==> src/rtl/keypad_pkg.sv <==
// Shared keypad definitions: key-code map, {row,col} conversion, emulator state encoding, 100 MHz timing defaults.
// Pure declarations; no latency or flow control of its own.
package keypad_pkg;

  localparam logic [3:0] KEY_0 = 4'h0, KEY_1 = 4'h1, KEY_2 = 4'h2, KEY_3 = 4'h3;
  localparam logic [3:0] KEY_4 = 4'h4, KEY_5 = 4'h5, KEY_6 = 4'h6, KEY_7 = 4'h7;
  localparam logic [3:0] KEY_8 = 4'h8, KEY_9 = 4'h9, KEY_A = 4'hA, KEY_B = 4'hB;
  localparam logic [3:0] KEY_C = 4'hC, KEY_D = 4'hD, KEY_E = 4'hE, KEY_F = 4'hF;

  localparam int          CLK_HZ              = 100_000_000;
  localparam int          DEF_BOUNCE_CYCLES   = 500_000;
  localparam int          DEF_BOUNCE_TICK     = 5_000;
  localparam int          DEF_HOLD_CYCLES     = 3_000_000;
  localparam int          DEF_GAP_CYCLES      = 1_000_000;
  localparam logic [15:0] DEF_LFSR_SEED       = 16'hACE1;

  typedef logic [2:0] kp_state_t;
  localparam kp_state_t ST_IDLE       = 3'd0;
  localparam kp_state_t ST_BOUNCE_IN  = 3'd1;
  localparam kp_state_t ST_HOLD       = 3'd2;
  localparam kp_state_t ST_BOUNCE_OUT = 3'd3;
  localparam kp_state_t ST_GAP        = 3'd4;

  function automatic int max3(input int a, input int b, input int c);
    int m;
    m = (a > b) ? a : b;
    return (m > c) ? m : c;
  endfunction

  // Result is {row[1:0], col[1:0]}
  function automatic logic [3:0] key_to_rc(input logic [3:0] code);
    logic [3:0] rc;
    case (code)
      KEY_1:   rc = 4'b00_00;
      KEY_2:   rc = 4'b00_01;
      KEY_3:   rc = 4'b00_10;
      KEY_A:   rc = 4'b00_11;
      KEY_4:   rc = 4'b01_00;
      KEY_5:   rc = 4'b01_01;
      KEY_6:   rc = 4'b01_10;
      KEY_B:   rc = 4'b01_11;
      KEY_7:   rc = 4'b10_00;
      KEY_8:   rc = 4'b10_01;
      KEY_9:   rc = 4'b10_10;
      KEY_C:   rc = 4'b10_11;
      KEY_E:   rc = 4'b11_00;
      KEY_0:   rc = 4'b11_01;
      KEY_F:   rc = 4'b11_10;
      default: rc = 4'b11_11;
    endcase
    return rc;
  endfunction

  function automatic logic [3:0] rc_to_key(input logic [3:0] rc);
    logic [3:0] code;
    case (rc)
      4'b00_00: code = KEY_1;
      4'b00_01: code = KEY_2;
      4'b00_10: code = KEY_3;
      4'b00_11: code = KEY_A;
      4'b01_00: code = KEY_4;
      4'b01_01: code = KEY_5;
      4'b01_10: code = KEY_6;
      4'b01_11: code = KEY_B;
      4'b10_00: code = KEY_7;
      4'b10_01: code = KEY_8;
      4'b10_10: code = KEY_9;
      4'b10_11: code = KEY_C;
      4'b11_00: code = KEY_E;
      4'b11_01: code = KEY_0;
      4'b11_10: code = KEY_F;
      default:  code = KEY_D;
    endcase
    return code;
  endfunction

endpackage

==> src/rtl/keypad_emulator_if.sv <==
// Keypad-side bundle: press command handshake, column drive in, row sense and status out.
// master = scanner/test side, slave = emulator; cmd_ready is the only backpressure.
interface keypad_emulator_if;
  logic       cmd_valid;
  logic       cmd_ready;
  logic [3:0] cmd_key;
  logic [3:0] cols;
  logic [3:0] rows;
  logic       contact;
  logic       busy;
  logic       done;

  modport master (
    output cmd_valid, cmd_key, cols,
    input  cmd_ready, rows, contact, busy, done
  );

  modport slave (
    input  cmd_valid, cmd_key, cols,
    output cmd_ready, rows, contact, busy, done
  );
endinterface

==> src/rtl/bounce_lfsr.sv <==
// 16-bit Galois LFSR (x^16+x^14+x^13+x^11+1), seeded on reset, advances only while en_i is high.
// Latency: next_bit_o is the lsb of the value taken at the coming edge; no backpressure.
module bounce_lfsr #(
  parameter logic [15:0] SEED = 16'hACE1
) (
  input  logic clk_i,
  input  logic rst_n_i,
  input  logic en_i,
  output logic next_bit_o
);
  logic [15:0] lfsr_q, lfsr_d;

  always_comb begin
    lfsr_d = lfsr_q;
    if (en_i) begin
      lfsr_d = {1'b0, lfsr_q[15:1]} ^ (lfsr_q[0] ? 16'hB400 : 16'h0000);
    end
  end

  always_ff @(posedge clk_i or negedge rst_n_i) begin
    if (!rst_n_i) lfsr_q <= SEED;
    else          lfsr_q <= lfsr_d;
  end

  assign next_bit_o = lfsr_d[0];
endmodule

==> src/rtl/keypad_emulator.sv <==
// Passive 4x4 keypad model: takes press commands, plays bounce/hold/bounce/gap, answers column drive on the rows.
// Latency: cols->rows is combinational; cmd_ready stays low from accept until the cycle after done.
module keypad_emulator
  import keypad_pkg::*;
#(
  parameter int          BOUNCE_CYCLES = DEF_BOUNCE_CYCLES,
  parameter int          BOUNCE_TICK   = DEF_BOUNCE_TICK,
  parameter int          HOLD_CYCLES   = DEF_HOLD_CYCLES,
  parameter int          GAP_CYCLES    = DEF_GAP_CYCLES,
  parameter logic [15:0] LFSR_SEED     = DEF_LFSR_SEED
) (
  input  logic              clk_i,
  input  logic              reset_n_i,
  keypad_emulator_if.slave  kp
);
  localparam int CW = $clog2(max3(BOUNCE_CYCLES, HOLD_CYCLES, GAP_CYCLES)) + 1;
  localparam int TW = $clog2(BOUNCE_TICK) + 1;
  localparam logic [CW-1:0] LD_BOUNCE = CW'(BOUNCE_CYCLES);
  localparam logic [CW-1:0] LD_HOLD   = CW'(HOLD_CYCLES);
  localparam logic [CW-1:0] LD_GAP    = CW'(GAP_CYCLES);
  localparam logic [TW-1:0] TICK_LAST = TW'(BOUNCE_TICK - 1);
  localparam bit            NO_BOUNCE = (BOUNCE_CYCLES == 0);

  kp_state_t     state_q, state_d;
  logic [CW-1:0] cnt_q, cnt_d;
  logic [TW-1:0] tick_q, tick_d;
  logic [1:0]    row_q, row_d, col_q, col_d;
  logic          contact_q, contact_d;
  logic          phase_end, in_bounce, lfsr_en, lfsr_next_bit;

  assign phase_end = (cnt_q == CW'(1));
  assign in_bounce = (state_q == ST_BOUNCE_IN) || (state_q == ST_BOUNCE_OUT);
  assign lfsr_en   = in_bounce && (tick_q == TICK_LAST);

  bounce_lfsr #(.SEED(LFSR_SEED)) u_lfsr (
    .clk_i      (clk_i),
    .rst_n_i    (reset_n_i),
    .en_i       (lfsr_en),
    .next_bit_o (lfsr_next_bit)
  );

  always_comb begin
    state_d        = state_q;
    {row_d, col_d} = {row_q, col_q};
    case (state_q)
      ST_IDLE: begin
        if (kp.cmd_valid) begin
          state_d        = NO_BOUNCE ? ST_HOLD : ST_BOUNCE_IN;
          {row_d, col_d} = key_to_rc(kp.cmd_key);
        end
      end
      ST_BOUNCE_IN:  if (phase_end) state_d = ST_HOLD;
      ST_HOLD:       if (phase_end) state_d = NO_BOUNCE ? ST_GAP : ST_BOUNCE_OUT;
      ST_BOUNCE_OUT: if (phase_end) state_d = ST_GAP;
      ST_GAP:        if (phase_end) state_d = ST_IDLE;
      default:       state_d = ST_IDLE;
    endcase
  end

  // One shared down-counter: reloaded with the new phase length on every state change.
  always_comb begin
    cnt_d = cnt_q;
    if (state_d != state_q) begin
      case (state_d)
        ST_BOUNCE_IN, ST_BOUNCE_OUT: cnt_d = LD_BOUNCE;
        ST_HOLD:                     cnt_d = LD_HOLD;
        ST_GAP:                      cnt_d = LD_GAP;
        default:                     cnt_d = '0;
      endcase
    end else if (cnt_q != '0) begin
      cnt_d = cnt_q - CW'(1);
    end
  end

  always_comb begin
    tick_d = tick_q + TW'(1);
    if (!in_bounce || (state_d != state_q) || lfsr_en) tick_d = '0;
  end

  // contact mirrors the LFSR lsb in bounce phases, so it is loaded from the value the LFSR is about to take.
  always_comb begin
    case (state_d)
      ST_BOUNCE_IN, ST_BOUNCE_OUT: contact_d = lfsr_next_bit;
      ST_HOLD:                     contact_d = 1'b1;
      default:                     contact_d = 1'b0;
    endcase
  end

  always_ff @(posedge clk_i or negedge reset_n_i) begin
    if (!reset_n_i) begin
      state_q   <= ST_IDLE;
      cnt_q     <= '0;
      tick_q    <= '0;
      row_q     <= '0;
      col_q     <= '0;
      contact_q <= 1'b0;
    end else begin
      state_q   <= state_d;
      cnt_q     <= cnt_d;
      tick_q    <= tick_d;
      row_q     <= row_d;
      col_q     <= col_d;
      contact_q <= contact_d;
    end
  end

  assign kp.rows      = 4'b1111 & ~({3'b000, contact_q & ~kp.cols[col_q]} << row_q);
  assign kp.contact   = contact_q;
  assign kp.cmd_ready = (state_q == ST_IDLE);
  assign kp.busy      = (state_q != ST_IDLE);
  assign kp.done      = (state_q == ST_GAP) && phase_end;
endmodule

==> src/flat_wrapper.sv <==
// flat-port wrapper written by rule: the top's interface ports become plain ports
module keypad_emulator_flat import keypad_pkg::*;
#(
  parameter int          BOUNCE_CYCLES = DEF_BOUNCE_CYCLES,
  parameter int          BOUNCE_TICK   = DEF_BOUNCE_TICK,
  parameter int          HOLD_CYCLES   = DEF_HOLD_CYCLES,
  parameter int          GAP_CYCLES    = DEF_GAP_CYCLES,
  parameter logic [15:0] LFSR_SEED     = DEF_LFSR_SEED
)
  (clk_i, reset_n_i, kp_cmd_valid, kp_cmd_key, kp_cols, kp_cmd_ready, kp_rows, kp_contact, kp_busy, kp_done);
  keypad_emulator_if kp_i ();
  input  logic clk_i;
  input  logic reset_n_i;
  input wire logic [$bits(kp_i.cmd_valid)-1:0] kp_cmd_valid;
  input wire logic [$bits(kp_i.cmd_key)-1:0] kp_cmd_key;
  input wire logic [$bits(kp_i.cols)-1:0] kp_cols;
  output wire logic [$bits(kp_i.cmd_ready)-1:0] kp_cmd_ready;
  output wire logic [$bits(kp_i.rows)-1:0] kp_rows;
  output wire logic [$bits(kp_i.contact)-1:0] kp_contact;
  output wire logic [$bits(kp_i.busy)-1:0] kp_busy;
  output wire logic [$bits(kp_i.done)-1:0] kp_done;
  assign kp_i.cmd_valid = kp_cmd_valid;
  assign kp_i.cmd_key = kp_cmd_key;
  assign kp_i.cols = kp_cols;
  assign kp_cmd_ready = kp_i.cmd_ready;
  assign kp_rows = kp_i.rows;
  assign kp_contact = kp_i.contact;
  assign kp_busy = kp_i.busy;
  assign kp_done = kp_i.done;
  keypad_emulator #(.BOUNCE_CYCLES(BOUNCE_CYCLES), .BOUNCE_TICK(BOUNCE_TICK), .HOLD_CYCLES(HOLD_CYCLES), .GAP_CYCLES(GAP_CYCLES), .LFSR_SEED(LFSR_SEED)) u_core (.clk_i(clk_i), .reset_n_i(reset_n_i), .kp(kp_i));
endmodule
==> config.mk <==
export PLATFORM = sky130hd
export DESIGN_NAME = keypad_emulator_flat
export DESIGN_NICKNAME = d
export VERILOG_FILES = /design/src/rtl/keypad_pkg.sv /design/src/rtl/keypad_emulator_if.sv /design/src/rtl/bounce_lfsr.sv /design/src/rtl/keypad_emulator.sv /design/src/flat_wrapper.sv
export SDC_FILE = /design/constraint.sdc
export NUM_CORES = 1
export LEC_CHECK = 0
export CAP_MARGIN = 30
export CORE_ASPECT_RATIO = 0.5
export CORE_MARGIN = 5
export CORE_UTILIZATION = 54
export CTS_CLUSTER_SIZE = 16
export DETAILED_ROUTE_END_ITERATION = 8
export GPL_TIMING_DRIVEN = 0
export HOLD_SLACK_MARGIN = 0.03
export PLACE_DENSITY = 0.78
export SLEW_MARGIN = 40
export SYNTH_ARGS = -nofsm -noshare
export SYNTH_HDL_FRONTEND = slang
export SYNTH_SLANG_ARGS = --single-unit
==> constraint.sdc <==
create_clock -name clk_i -period 2.3 [get_ports clk_i]
set_input_delay 0.23 -clock clk_i [delete_from_list [all_inputs] [get_ports clk_i]]
set_output_delay 0.23 -clock clk_i [all_outputs]
set_load 0.005 [all_outputs]
==> flow_metrics.env, run 1 <==
export IMPL_synth_area_leader_cell="dfrtp_1"
export IMPL_grt_pass1_vias=2705
export IMPL_clock_skew_ns=0.00626
export IMPL_rsz0062_at_grt="true"
export IMPL_layout_min_cycle_time_ns=2.37
export IMPL_worst_pin_slew_ns=0.551
export IMPL_cts_root_buffer="clkbuf_16"
export IMPL_syn_avg_cell_area_um2=10.0
export IMPL_hold_path_class="primary input to asynchronous set/reset pin"
export IMPL_grt_pass1_wl_um=13200
export IMPL_initial_core_util_pct=57.4
export IMPL_gp_congestion=0.913
export IMPL_first_pass_iters=5
export IMPL_cts_sinks=61
export IMPL_clk_path_buf_depth=2
export IMPL_grt_busiest_layer="met2"
export IMPL_syn_num_nets=338
export IMPL_viasPerCell=6.18
export IMPL_synthCells=323
export IMPL_r2r_cells=7
export IMPL_r2r_setup_slack_ns=-0.07
export IMPL_synth_distinct_cells=56
export IMPL_final_max_slew_viol_count=0
export IMPL_layout_setup_ws_ns=-0.0717
export IMPL_antenna_found_initial=0
export IMPL_wire_per_inst_um=18.8
export IMPL_final_area_um2=4230
export IMPL_dpl_cell_area_um2=3520
export IMPL_cp_max_fo=4
export IMPL_status="finished with violations"
export IMPL_die_x_um=119
export IMPL_swShare_pct=33.8
export IMPL_violations="negative setup slack"
export IMPL_critPathRequiredTime_ns=2.56
export IMPL_maxCapViolCount=0
export IMPL_hpwl_um=4680
export IMPL_diodes=0
export IMPL_crit_chain="or4_4 -> or3_4 -> nor4_4 -> buf_4 -> a21oi_1 -> o22a_1 -> nor2_2"
export IMPL_power_density_nw_per_um2=987
export IMPL_timing_final_hold_violations=0
export IMPL_ys_warn_count=0
export IMPL_maxSlewHeadroom_pct=63.3
export IMPL_drtIter0Drc=285
export IMPL_drtAntennaViolNets=0
export IMPL_area_growth_syn_to_layout_pct=30.8
export IMPL_grt_util_all_layers_pct=21.4
export IMPL_ys_async_sr_fraction_pct=100
export IMPL_period_share_pct=103
export IMPL_grt_ovfl_total=0
export IMPL_pwr_share_comb_pct=27.3
export IMPL_slowest_delay_ns=0.58
export IMPL_syn_area_um2=3240
export IMPL_grt_max_degree=47
export IMPL_cts_buffers=9
export IMPL_r2r_start="u_core.cnt_q[17]"
export IMPL_clkLatencyLatePin_ns=0.33
export IMPL_p_int_mw=2.76
export IMPL_htreeDepth=3
export IMPL_regToRegEndpoint="u_core.cnt_q[17]"
export IMPL_slowest_stage="or4_4"
export IMPL_drive_gt1_share_pct=31.4
export IMPL_p_clk_share_pct=35.1
export IMPL_pin_count=19
export IMPL_die_h_um=64.7
export IMPL_drcViolationCount=0
export IMPL_grtUsageMet1_pct=25.5
export IMPL_crit_type="flop to flop"
export IMPL_power_frac_seq_pct=37.6
export IMPL_synth_edff_count=0
export IMPL_whs_ns=0.294
export IMPL_grt_use_met3_pct=6.08
export IMPL_ys_top_cells_by_area="dfrtp_1, dfstp_2, nor2_1, xnor2_1, xor2_1"
export IMPL_die_area_um2=7730
export IMPL_vdd_ir_drop_max_mv=0.582
export IMPL_path_clk_slew_ns=0.06
export IMPL_p_leak_nw=1.82
export IMPL_ys_flop_type="dfrtp_1"
export IMPL_max_freq_mhz=422
export IMPL_switching_power_mw=1.41
export IMPL_setup_viol=9
export IMPL_core_area_um2=5630
export IMPL_cts_tree="done"
export IMPL_arrival_ns=2.63
export IMPL_drt_total_wl_um=8480
export IMPL_ys_ff_latch=61
export IMPL_finalNetCount=389
export IMPL_use_met2_pct=36.2
export IMPL_finish_utilization_pct=75.1
export IMPL_cp_end_kind="flop"
export IMPL_seq_area_frac_synth_pct=47.5
export IMPL_portBuffers=17
export IMPL_num_rows=19
export IMPL_netlist_area_leader_share_pct=41.0
export IMPL_crit_path_start_kind="flop"
export IMPL_vias=2794
-- worst max-delay path: cells and delay by family (launching register included) --
kind            cells  cell delay [ns]
simple gates        4             1.41
flops               1             0.38
compound gates      2             0.29
buf+inv             1             0.20
-- how the worst max path moves through the flow --
stage	start	endpoint	cells past startpoint
floorplan	u_core.cnt_q[17]	u_core.cnt_q[21]	6
global route	u_core.cnt_q[19]	u_core.kp.contact	6
finish	u_core.cnt_q[17]	u_core.cnt_q[17]	7
CTS	u_core.cnt_q[17]	kp_done	4
detailed placement	u_core.cnt_q[5]	kp_done	5
global placement	reset_n_i	u_core.row_q[0]	1
-- per-layer routing --
layer | up-vias | wire length, um
li1 | 1253 | -
met1 | 1366 | 3550
met2 | 139 | 4100
met3 | 36 | 542
met4 | 0 | 282
met5 | - | 0
-- area by class of cell --
cell class                 instances  area, um^2
buffer                             6        40.0
clock buffer                       9         225
clock inverter                     7        97.6
fill                             330        1400
inverter                           8        30.0
multi-input combinational        245        1820
sequential                        61        1540
tap                               73        91.3
timing repair buffer              43         387
-- what timing repair did --
item,CTS,global route
resized for setup,17,51
buffers inserted,7,16
hold endpoints to repair,15,0
pin swaps,6,16
setup endpoints to repair,37,51
hold buffers,1,0
cloned,1,0
-- flip-flops by register name, indices dropped and copies added (netlist names) --
| name | count |
|---|---|
| u_core.cnt_q | 23 |
| u_core.kp.contact | 1 |
| u_core.state_q | 3 |
| u_core.tick_q | 14 |
| u_core.col_q | 2 |
| u_core.u_lfsr.lfsr_q | 16 |
| u_core.row_q | 2 |
-- cells by family (layout without fill, tap and decap cells) --
group,after synthesis,count (layout),share of synthesized area [%]
simple gates,146,146,24.5
buf+inv,17,73,2.28
xor+xnor,35,35,9.47
flops,61,61,47.5
mux,16,16,5.84
compound gates,44,44,8.86
fa+ha+maj,4,4,1.55
-- cell usage in the layout (no fill, tap or decap), types with 3 or more instances in the layout --
cell type	netlist	final
and4_1	3	3
o21ai_0	16	10
nor4_4	2	4
nor3_1	10	9
nor2_1	43	39
mux2_2	13	13
o21ai_2	1	7
and2_1	3	3
clkbuf_16	0	9
or4_4	2	4
nand3_2	1	3
buf_6	1	3
xnor2_1	18	18
a21oi_1	8	3
dfstp_2	8	8
nand2_1	24	22
nand4_1	6	6
dlymetal6s2s_1	0	4
and3_1	4	3
inv_1	8	7
ha_1	4	3
buf_4	0	24
dfrtp_2	0	3
xor2_1	17	17
or3_1	3	3
a21oi_2	0	5
nor2_2	1	3
clkdlybuf4s50_1	0	11
nand3_1	14	12
dfrtp_1	53	50
nor2b_1	7	5
nor4_1	10	7
-- power by group through the flow --
stage	Sequential, mW	Combinational, mW	Clock, mW
CTS	1.52	0.888	1.46
detailed placement	1.52	0.814	0
floorplan	1.47	0.630	0
finish	1.57	1.14	1.47
global placement	1.51	0.785	0
global route	1.60	1.24	1.53
-- cells in the mapped netlist, drive strengths merged (8+ instances only) --
master  count
nand2      24
nor3       10
dfrtp      53
o21ai      18
xnor2      18
dfstp       8
inv         8
a21oi       8
nor2       44
xor2       17
mux2       13
nand3      15
nor4       12
-- through the flow --
step	instances	setup TNS, ns	setup slack [ns]	power, mW
final	452	-0.193	-0.0717	4.18
after detailed placement	414	-0.729	-0.295	2.34
after global routing	452	-1.64	-0.143	4.38
after floorplan	323	0	0.103	2.10
after CTS	439	-0.0254	-0.0254	3.87
after global placement	413	-46.54	-0.818	2.29
No activity file was read; power rests on OpenSTA's default activity.
==> run 2: changes to the inputs <==
Settings changed: CORE_UTILIZATION 54 to 60, CTS_BUF_LIST set to sky130_fd_sc_hd__clkbuf_8, PLACE_DENSITY 0.78 to 0.82.
Clock period 2.3 ns to 2.9 ns, I/O delays scaled along.
==> run 2 against run 1 <==
  * The flow now finishes without violations
  * Clock-buffer cell count is the same
  * Sequential power decreased by 23%
  * Register-to-register slack improved by 0.41 ns
  * Sequential share of layout area grew 4.0 points
  * Critical path depth decreased by 1
  * Setup slack gained 0.41 ns
  * Worst hold slack better by 0.051 ns
  * Core utilization barely moved
  * Total power is 31% lower
  * Die area fell by 8.8%
  * Largest power group unchanged
==> flow_metrics.env, run 2 (synthesized netlist as in run 1, its figures left out) <==
export IMPL_nFillCells=313
export IMPL_period_share_pct=88.4
export IMPL_final_common_cell="dfrtp_1"
export IMPL_swShare_pct=32.2
export IMPL_die_x_um=114
export IMPL_cp_end_kind="flop"
export IMPL_max_freq_mhz=390
export IMPL_final_max_slew_viol_count=0
export IMPL_p_clk_share_pct=34.4
export IMPL_grt_ovfl_total=0
export IMPL_pin_count=19
export IMPL_num_rows=18
export IMPL_diodes=0
export IMPL_die_h_um=61.9
export IMPL_hpwl_um=4880
export IMPL_p_leak_nw=1.67
export IMPL_power_frac_seq_pct=41.7
export IMPL_drtIter0Drc=187
export IMPL_grt_max_degree=47
export IMPL_power_density_nw_per_um2=761
export IMPL_largest_reg_flops=23
export IMPL_layout_min_cycle_time_ns=2.56
export IMPL_switching_power_mw=0.933
export IMPL_crit_path_start_kind="flop"
export IMPL_maxCapViolCount=0
export IMPL_portBuffers=17
export IMPL_cp_max_fo=10
export IMPL_maxSlewHeadroom_pct=53.4
export IMPL_viasPerCell=6.06
export IMPL_clk_path_buf_depth=2
export IMPL_numPlacedInstances=411
export IMPL_slowest_delay_ns=0.63
export IMPL_p_int_mw=1.97
export IMPL_crit_type="flop to flop"
export IMPL_setup_viol=0
export IMPL_area_growth_syn_to_layout_pct=17.7
export IMPL_critPathRequiredTime_ns=3.09
export IMPL_crit_chain="nor4_1 -> nand3_1 -> nor4_4 -> o21a_4 -> buf_6 -> o22ai_1"
export IMPL_wire_per_inst_um=16.5
export IMPL_clkLatencyLatePin_ns=0.34
export IMPL_grt_pass1_wl_um=12000
export IMPL_pwr_share_comb_pct=23.8
export IMPL_cts_buffers=9
export IMPL_reg_largest_list="u_core.cnt_q x23, u_core.u_lfsr.lfsr_q x16, u_core.tick_q x14"
export IMPL_cts_sinks=61
export IMPL_final_cell_mix="dfrtp_1, nor2_1, nand2_1"
export IMPL_drtAntennaViolNets=0
export IMPL_cts_tree="done"
export IMPL_drive_gt1_share_pct=16.2
export IMPL_grt_util_all_layers_pct=22.3
export IMPL_worst_pin_slew_ns=0.692
export IMPL_fin_cells=428
export IMPL_finish_utilization_pct=75.2
export IMPL_htreeDepth=3
export IMPL_grt_pass1_vias=2534
export IMPL_vdd_ir_drop_max_mv=0.561
export IMPL_regMostFlops="u_core.cnt_q"
export IMPL_drcViolationCount=0
export IMPL_slowest_stage="nor4_1"
export IMPL_finalNetCount=368
export IMPL_cts_root_buffer="clkbuf_8"
export IMPL_first_pass_iters=5
export IMPL_timing_final_hold_violations=0
export IMPL_initial_core_util_pct=63.9
export IMPL_core_area_um2=5070
export IMPL_gp_congestion=0.878
export IMPL_hold_path_class="primary input to asynchronous set/reset pin"
export IMPL_clock_skew_ns=0.0116
export IMPL_antenna_found_initial=0
export IMPL_die_area_um2=7050
export IMPL_rsz0062_at_grt="false"
export IMPL_vias=2593
export IMPL_arrival_ns=2.75
export IMPL_path_clk_slew_ns=0.07
export IMPL_status="complete, no violations"
export IMPL_drt_total_wl_um=7060
export IMPL_r2r_cells=6
## run 2: cell types whose count changed in the layout (fill, tap and decap cells not counted), sizes merged
cell,change
buf,-25
clkdlybuf4s50,+4
inv,+1
bufinv,+2
clkbuf,+3
dlymetal6s2s,-3
clkinv,-1
clkinvlp,-2
## run 2: power groups by stage
| stage | Clock (mW) | Sequential [mW] | Combinational [mW] |
|---|---|---|---|
| after floorplan | 0 | 1.16 | 0.500 |
| after global placement | 0 | 1.19 | 0.624 |
| after detailed placement | 0 | 1.21 | 0.668 |
| after CTS | 1.01 | 1.20 | 0.678 |
| after global routing | 1.06 | 1.24 | 0.763 |
| final | 0.998 | 1.21 | 0.691 |
## run 2: through the flow
stage / hold WS [ns] / power, mW / setup WS [ns] / instance area [um^2] / TNS, ns
2_1_floorplan: -0.00559 / 1.66 / 0.703 / 3240 / 0
3_3_place_gp: 0.460 / 1.82 / -0.249 / 3490 / -12.97
3_5_place_dp: 0.164 / 1.87 / 0.225 / 3520 / 0
4_1_cts: 0.347 / 2.88 / 0.0235 / 3800 / 0
5_1_grt: 0.374 / 3.06 / 0.157 / 3810 / 0
6_report: 0.345 / 2.90 / 0.336 / 3810 / 0
## run 2: path summary, 6_finish.rpt
path / start / to / slack [ns]
min in group clk_i: kp_cmd_key[1] / u_core.col_q[1] / 0.46
max reg2reg: u_core.cnt_q[11] / u_core.cnt_q[21] / 0.34
min: reset_n_i / u_core.cnt_q[12] / 0.34
min reg2reg: u_core.u_lfsr.lfsr_q[10] / u_core.u_lfsr.lfsr_q[10] / 0.49
max in group asynchronous: reset_n_i / u_core.u_lfsr.lfsr_q[13] / 2.00
max: u_core.cnt_q[11] / u_core.cnt_q[21] / 0.34
## run 2: routing by layer
layer  up-vias  wire length [um]  GRT usage, %
met1      1258              3040          26.6
met3        22               506          6.87
met2       101              3340          39.2
met4         0               177          9.48
li1       1212                 -             -
met5         -                 0             0
## run 2: repair_timing
action / in CTS / in global routing
setup buffers: 0 / 0
gates resized for setup: 2 / 2
endpoints found under the setup margin: 1 / 1
hold buffers: 1 / 0
endpoints found under the hold margin: 15 / 0
## run 2: final cells by class
type	instances	area, um^2	area share [%]
repair buffers	19	200	5.26
flip-flops and latches	61	1540	40.3
clock buffers	9	124	3.25
plain buffers	9	43.8	1.15
multi-input cells	245	1650	43.3
well taps	70	87.6	2.30
inverters	8	30.0	0.788
clock inverters	7	138	3.61
## run 2: critical path: cells and delay by family, from the launching register on
kind / cells / cell delay [ns]
AND/OR/NAND/NOR: 3 / 1.49
flip-flops: 1 / 0.42
AO/OA/AOI/OAI: 2 / 0.35
buffers and inverters: 1 / 0.15
